<file path="src/rtl/crossbar_scheduler.sv">
// Crossbar scheduler for the 3-input / 3-output switch fabric.
// Parses the head byte of each input FIFO, arbitrates each output round-robin,
// pops the FIFOs and steers the output muxes for one packet at a time, and
// discards packets addressed to destination 0.
//
// Per-input FSM:
//   state | meaning
//   IDLE  | waiting for a header at the FIFO head
//   WAIT  | header parsed, requesting output dst
//   XFER  | granted; popping header + payload onto the output
//   DROP  | dest==0; popping header + payload without forwarding
module crossbar_scheduler #(
  parameter int LEN_W  = 6,
  parameter int DCNT_W = 8
) (
  input  logic              clk,
  input  logic              reset,
  input  logic [2:0]        fifo_empty,
  input  logic [LEN_W+1:0]  fifo_q1,
  input  logic [LEN_W+1:0]  fifo_q2,
  input  logic [LEN_W+1:0]  fifo_q3,
  output logic [2:0]        rdreq,
  output logic [1:0]        sel1,
  output logic [1:0]        sel2,
  output logic [1:0]        sel3,
  output logic [2:0]        out_valid,
  output logic [DCNT_W-1:0] drop_count
);

  typedef enum logic [1:0] {IDLE, WAIT, XFER, DROP} state_t;

  localparam logic [LEN_W:0] REM_ONE = {{LEN_W{1'b0}}, 1'b1};

  state_t           st   [3];
  logic [LEN_W:0]   rem  [3];
  logic [1:0]       dst  [3];
  logic [1:0]       sel  [3];
  logic [1:0]       ptr  [3];
  logic [LEN_W+1:0] hdr  [3];
  logic [2:0]       cand [3];
  logic [2:0]       pick [3];
  logic [2:0]       grant;
  logic [2:0]       xpop;
  logic [2:0]       last;
  logic [2:0]       rel;
  logic [2:0]       hdr_drop;
  logic [1:0]       drop_inc;
  logic [DCNT_W:0]  dsum;

  assign hdr[0] = fifo_q1;
  assign hdr[1] = fifo_q2;
  assign hdr[2] = fifo_q3;
  assign sel1   = sel[0];
  assign sel2   = sel[1];
  assign sel3   = sel[2];

  function automatic logic [1:0] inc3(input logic [1:0] v);
    return (v == 2'd2) ? 2'd0 : v + 2'd1;
  endfunction

  // Returns {found, index} of the first requester at or after pointer p.
  function automatic logic [2:0] rr_pick(input logic [1:0] p, input logic [2:0] c);
    logic [1:0] i;
    logic [2:0] r;
    r = 3'b000;
    i = p;
    for (int k = 0; k < 3; k++) begin
      if (!r[2] && c[i]) r = {1'b1, i};
      i = inc3(i);
    end
    return r;
  endfunction

  // Pops, output valids, releases, arbitration and drop detection for this cycle.
  always_comb begin
    rdreq     = '0;
    xpop      = '0;
    last      = '0;
    out_valid = '0;
    rel       = '0;
    grant     = '0;
    hdr_drop  = '0;
    drop_inc  = '0;
    for (int i = 0; i < 3; i++) begin
      rdreq[i]    = (st[i] == XFER || st[i] == DROP) && !fifo_empty[i];
      xpop[i]     = (st[i] == XFER) && !fifo_empty[i];
      last[i]     = xpop[i] && (rem[i] == REM_ONE);
      hdr_drop[i] = (st[i] == IDLE) && !fifo_empty[i] && (hdr[i][1:0] == 2'd0);
      drop_inc    = drop_inc + {1'b0, hdr_drop[i]};
    end
    for (int j = 0; j < 3; j++) begin
      cand[j] = '0;
      for (int i = 0; i < 3; i++) begin
        cand[j][i] = (sel[j] == 2'd0) && (st[i] == WAIT) && (dst[i] == 2'(j + 1));
        if (sel[j] == 2'(i + 1)) begin
          out_valid[j] = xpop[i];
          rel[j]       = last[i];
        end
      end
      pick[j] = rr_pick(ptr[j], cand[j]);
      if (pick[j][2]) grant[pick[j][1:0]] = 1'b1;
    end
    dsum = {1'b0, drop_count} + {{(DCNT_W-1){1'b0}}, drop_inc};
  end

  // Input FSMs, output grant/select registers, RR pointers and drop counter.
  always_ff @(posedge clk) begin
    if (!reset) begin
      for (int i = 0; i < 3; i++) begin
        st[i]  <= IDLE;
        rem[i] <= '0;
        dst[i] <= '0;
        sel[i] <= '0;
        ptr[i] <= '0;
      end
      drop_count <= '0;
    end else begin
      for (int i = 0; i < 3; i++) begin
        case (st[i])
          IDLE: if (!fifo_empty[i]) begin
            dst[i] <= hdr[i][1:0];
            rem[i] <= {1'b0, hdr[i][LEN_W+1:2]} + REM_ONE;
            st[i]  <= (hdr[i][1:0] == 2'd0) ? DROP : WAIT;
          end
          WAIT: if (grant[i]) st[i] <= XFER;
          XFER, DROP: if (!fifo_empty[i]) begin
            rem[i] <= rem[i] - REM_ONE;
            if (rem[i] == REM_ONE) st[i] <= IDLE;
          end
          default: st[i] <= IDLE;
        endcase
      end
      for (int j = 0; j < 3; j++) begin
        if (pick[j][2]) begin
          sel[j] <= pick[j][1:0] + 2'd1;
          ptr[j] <= inc3(pick[j][1:0]);
        end else if (rel[j]) begin
          sel[j] <= 2'd0;
        end
      end
      drop_count <= dsum[DCNT_W] ? '1 : dsum[DCNT_W-1:0];
    end
  end

endmodule

</file>
<file path="config.mk">
export PLATFORM = sky130hd
export DESIGN_NAME = crossbar_scheduler
export DESIGN_NICKNAME = d
export VERILOG_FILES = /design/src/rtl/crossbar_scheduler.sv
export SDC_FILE = /design/constraint.sdc
export NUM_CORES = 1
export LEC_CHECK = 0
export CAP_MARGIN = 20
export CORE_MARGIN = 1
export CORE_UTILIZATION = 50
export DETAILED_ROUTE_END_ITERATION = 7
export GPL_TIMING_DRIVEN = 0
export PLACE_DENSITY = 0.79
export SETUP_SLACK_MARGIN = 0.4
export SYNTH_ARGS = -nofsm -noshare
export SYNTH_HDL_FRONTEND = slang
export SYNTH_SLANG_ARGS = --single-unit
</file>
<file path="constraint.sdc">
create_clock -name clk -period 7.95 [get_ports clk]
set_input_delay 0.795 -clock clk [delete_from_list [all_inputs] [get_ports clk]]
set_output_delay 0.795 -clock clk [all_outputs]
set_load 0.1 [all_outputs]
</file>
Word-level counts from Yosys, hierarchy flattened
Memories as Yosys holds them, arrays and structs flattened.
Cells that the tools add are included.

cells by class
  $add $sub $neg = 18
  magnitude comparators = 15
  eq/ne operators = 39
  multiplexer cells = 164
  bitwise operators = 29
  reduce and logical (&&, ||, !) cells = 66

operators by type and width
  kind                                                                    number
  1-bit 2-to-1 mux                                                        100
  2-bit 2-to-1 mux                                                        33
  2-bit == test (second input constant)                                   27
  1-bit logical AND                                                       42
  7-bit 2-to-1 mux                                                        6
  2-bit by 3-bit < comparator with 1-bit output (second input constant)   12
  3-bit 2-to-1 mux                                                        12
  1-bit bitwise OR                                                        27
  6-bit by 1-bit adder with 7-bit output (second input constant)          3
  7-bit by 1-bit == test with 1-bit output (second input constant)        3
  7-bit by 1-bit subtractor with 7-bit output (second input constant)     3
  2-bit by 1-bit adder with 2-bit output (second input constant)          9
  1-bit binary-select mux with 2-bit select                               9
  2-bit by 1-bit == test with 1-bit output (second input constant)        9
  2-bit zero test                                                         9
  8-bit by 2-bit adder with 9-bit output                                  1
  1-bit zero test                                                         9
  8-bit 2-to-1 mux                                                        1
  1-bit demux with 2-bit select                                           3
  2-bit by 1-bit >= comparator with 1-bit output (second input constant)  3
  3-bit bitwise OR                                                        2
  2-bit OR reduction                                                      3
  1-bit logical OR                                                        3
  1-bit by 1-bit adder with 2-bit output                                  1
  2-bit by 1-bit adder with 2-bit output                                  1

word-level totals
  register bits after elaboration = 8
  RAM bits = 45
  input port bits = 29
  output and inout port bits = 20
  logic and storage cells = 337
  memories = 5

memories
  memory  words  bits a word  rd ports  clocked after Yosys merged registers in  wr ports  line  text
  rem     3      7            3         0                                        3         35    logic [LEN_W:0] rem [3];
  dst     3      2            3         0                                        3         36    logic [1:0] dst [3];
  ptr     3      2            3         0                                        3         38    logic [1:0] ptr [3];
  sel     3      2            3         0                                        3         37    logic [1:0] sel [3];
  st      3      2            3         0                                        3         34    state_t st [3];

Logic depth before layout (Yosys ltp)
  word-level depth = 27
  mapped depth = 10
  gate-level depth less buffers = 10

Least setup slack after synthesis
OpenSTA, ideal clock, no wires.

  path type = input -> output
  from = input fifo_empty[1]
  to = output out_valid[2]
  arrival time = 3.661 ns
  data required time = 7.155 ns
  path slack = 3.494 ns
  stages = 5
  path buffers = 0
  cells stage by stage = nor2b_1 > nand2b_1 > o21ai_0 > nand2_1 > o21ai_0

between the ends
  word-level cells in the longest chain between the ends = 4

RTL lines
  what                           line  text
  start: declaration             18    input logic [2:0] fifo_empty,
  1-bit zero test                n/a
  1-bit logical AND              86    xpop[i] = (st[i] == XFER) && !fifo_empty[i];
  1-bit 2-to-1 mux (2 in a row)  95    if (sel[j] == 2'(i + 1)) begin
  end: declaration               26    output logic [2:0] out_valid,

Every way passes these cells.

Worst setup path in the final report
  from = input fifo_empty[0]
  to = output out_valid[2]

between the ends
  word-level cells in the longest chain between the ends = 5

RTL lines
  what                           line
  1-bit zero test                n/a
  1-bit logical AND              86
  1-bit 2-to-1 mux (3 in a row)  95

Every way passes these cells.

==> run_results.csv <==
group,metric,value,unit
pwr,switching_share,33.8,%
synthesis,synth_edf_count,42,
detailed_routing,drtIter0Drc,327,
detailed_routing,ant_nets,0,
clock_network,hold_buffers,0,
placed_design,postPlaceCellArea,0.00440,sq mm
floorplan,coreArea,0.00729,sq mm
pwr,power_density,176,mW/mm^2
detailed_routing,drcViolationCount,0,
floorplan,start_util,52.2,%
pwr,pwr-share-seq,46.6,%
sta,fin_setup_tns,0,ns
worst_setup_path,crit_start,"fifo_empty[0]",
run,max-cap-violations,0,
outcome,status,"completed",
layout,drive_above_1_share,7.88,%
clock_network,cts_buffers,5,
synthesis,synthCells,402,
global_route,grt_max_degree,16,
global_route,grt-ovfl-total,0,
sta,slew_viol_final,0,
detailed_routing,vias_per_cell,5.99,
floorplan,die_area,0.00797,sq mm
worst_setup_path,cp-start-kind,"input pin",
pwr,power_frac_comb,29.0,%
sta,maxSlewHeadroom,33.8,%
synthesis,synth_fp_nets,453,
detailed_routing,totalWireLength,9360,um
global_route,grt_pass1_vias,3233,
layout,nets,507,
synthesis,synth_flop_cell,"edfxtp_1",
sta,period_minus_slack,4.11,ns
detailed_routing,vias,3332,
sta,hold_viol,0,
layout,fin_area,0.00452,sq mm
pwr,p_leak,1.68,nW
layout,final_cell_mix,"clkdlybuf4s50_1 (47), nor2_1 (46), edfxtp_1 (42)",
clock_network,cts_sinks,53,
worst_setup_path,crit_path_end_kind,"output port",
clock_network,clk-insertion-delay-late,0.31,ns
detailed_routing,wl_per_cell,16.8,um
clock_network,clk_pin_slew_worst_paths,0.09,ns
pwr,p_int,527,uW
layout,syn2layout_area_growth,18.7,%
pwr,ir_worst_vdd,0.0796,mV
placed_design,port-buffer-count,47,
worst_setup_path,reg2reg_from,"st[2][1]",
clock_network,clock_path_buffers,2,
synthesis,ys_warn_count,0,
synthesis,async_flop_share,0,%
worst_setup_path,worstSetupPathType,"in2out",
global_route,globalRouteTotalUtil,25.2,%
detailed_routing,dr.pass1.iters,5,
sta,min_period_over_period,51.7,%
clock_network,post_cts_buffers,0,
synthesis,yosysSeqAreaShare,38.9,%
sta,max_freq,244,MHz
pwr,p_sw,269,uW
floorplan,die_x,89.3,um
layout,layout_commonest_cell,"clkdlybuf4s50_1",
clock_network,cts.htree.levels,2,
floorplan,rows,31,
synthesis,yosys_register_bits,53,
synthesis,synth.avg_cell_area,9.47,sq um
synthesis,syn-cell-area,0.00381,sq mm
sta,rsz0062_at_grt,"false",
worst_hold_path,min_from,"drop_count[6]",
worst_setup_path,worstPathRequired,7.15,ns
clock_network,cts_resized,0,
floorplan,die_h,89.3,um
clock_network,cts_tree,"yes",
layout,diodes,0,
synthesis,ys_types,58,
global_route,grt_pass1_wl,15300,um
sta,setup_viol,0,
placed_design,hpwl,7200,um
sta,worstMarginPinSlew,0.989,ns
global_route,antenna_found_initial,0,
placed_design,place_congestion,0.975,
worst_hold_path,min_path_type,"reg2reg",
clock_network,cts_root_buffer,"clkbuf_8",
worst_setup_path,crit_fanout,6,
pwr,clkPwrFrac,24.4,%
sta,clock_skew,0.00870,ns
worst_setup_path,critPathArrivalTime,3.31,ns
floorplan,io_pins,49,
## stage by stage
step	power, mW	hold slack, ns	utilization [%]	setup WS (ns)	cells
2_1_floorplan	0.535	0.600	-	3.49	402
3_3_place_gp	0.598	0.503	60.3	3.86	548
3_5_place_dp	0.605	0.513	60.3	3.77	548
4_1_cts	0.798	0.534	61.9	3.85	556
5_1_grt	0.834	0.567	61.9	3.64	556
6_report	0.796	0.535	61.9	3.84	556
## layout make-up
cell class / instances / area [sq um]
clock buffer: 7 / 86.3
tap: 99 / 124
fill: 661 / 2780
clock inverter: 1 / 30.0
timing repair buffer: 47 / 470
sequential: 53 / 1480
inverter: 14 / 52.6
buffer: 9 / 45.0
multi-input combinational: 326 / 2230
## critical path: stages
cell             delay, ns
clkdlybuf4s50_1       0.48
nor3b_1               0.63
nand2_1               0.10
o21ai_0               0.15
clkdlybuf4s50_1       1.14
## layer usage
| metal | vias up | GRT usage (%) | routed length [um] |
|---|---|---|---|
| met5 | - | 0 | 0 |
| met4 | 0 | 8.37 | 202 |
| met3 | 21 | 4.34 | 656 |
| met2 | 133 | 42.7 | 4440 |
| met1 | 1573 | 32.7 | 4050 |
| li1 | 1605 | - | - |
## power groups by stage
| stage | registers (mW) | logic (mW) | clock network (mW) |
|---|---|---|---|
| 3_3_place_gp | 0.374 | 0.225 | 0 |
| 6_report | 0.371 | 0.231 | 0.194 |
| 2_1_floorplan | 0.395 | 0.140 | 0 |
| 4_1_cts | 0.370 | 0.231 | 0.197 |
| 3_5_place_dp | 0.376 | 0.229 | 0 |
| 5_1_grt | 0.375 | 0.252 | 0.207 |
## synth_stat cells (2+ instances only)
cell type,instances,share of area (%)
nor3b_2,2,0.66
nand2b_1,3,0.49
o41ai_2,2,0.85
clkbuf_1,5,0.49
nand2_1,34,3.4
o211ai_1,2,0.39
and3b_1,2,0.46
xor2_1,16,3.7
nor2b_4,2,0.72
a31oi_1,9,1.5
nand3_1,24,3.2
nor2_1,46,4.5
nor3b_1,5,0.99
edfxtp_1,42,33
nor2b_1,13,2.1
a21o_1,2,0.39
ha_1,20,6.6
nor4b_1,3,0.69
nand3b_1,2,0.39
nand4b_1,2,0.46
or3_1,2,0.33
nor4_1,6,0.99
or3_4,2,0.59
or2_2,3,0.49
a211oi_2,3,0.99
o21ai_0,8,1.1
dfxtp_1,11,5.8
and3_1,7,1.2
o22ai_1,6,0.99
a211oi_1,13,2.6
a22o_1,2,0.46
inv_1,14,1.4
and2_1,8,1.3
buf_2,3,0.39
xnor2_1,14,3.2
nand4_1,14,2.3
o21a_1,5,0.99
nor4b_2,2,0.79
fa_1,2,1.1
nand4b_2,2,0.79
nor3_1,17,2.2
a21oi_1,6,0.79
## worst paths after layout
kind	slack, ns	endpoint	cells past startpoint
max	3.84	out_valid[2]	5
min reg2reg	0.53	drop_count[6]	1
max reg2reg	4.66	drop_count[7]	8
min	0.53	drop_count[6]	1
## logic make-up (layout without fill, tap and decap cells)
kind of cell	Yosys count	count (layout)	share of synthesized area [%]
AND/OR/NAND/NOR	205	205	30.0
buffers and inverters	23	78	2.56
multiplexers	1	1	0.296
adder cells (fa/ha/maj)	22	22	7.63
AO/OA/AOI/OAI	68	68	13.7
flip-flops	53	53	38.9
XOR/XNOR	30	30	6.90
## flip-flops by register name, summed over array words and instances, names as in the netlist
signal and count:
rem 21, drop_count 8, dst 6, ptr 6, sel 6, st 6
No activity file was read; power rests on OpenSTA's default activity.
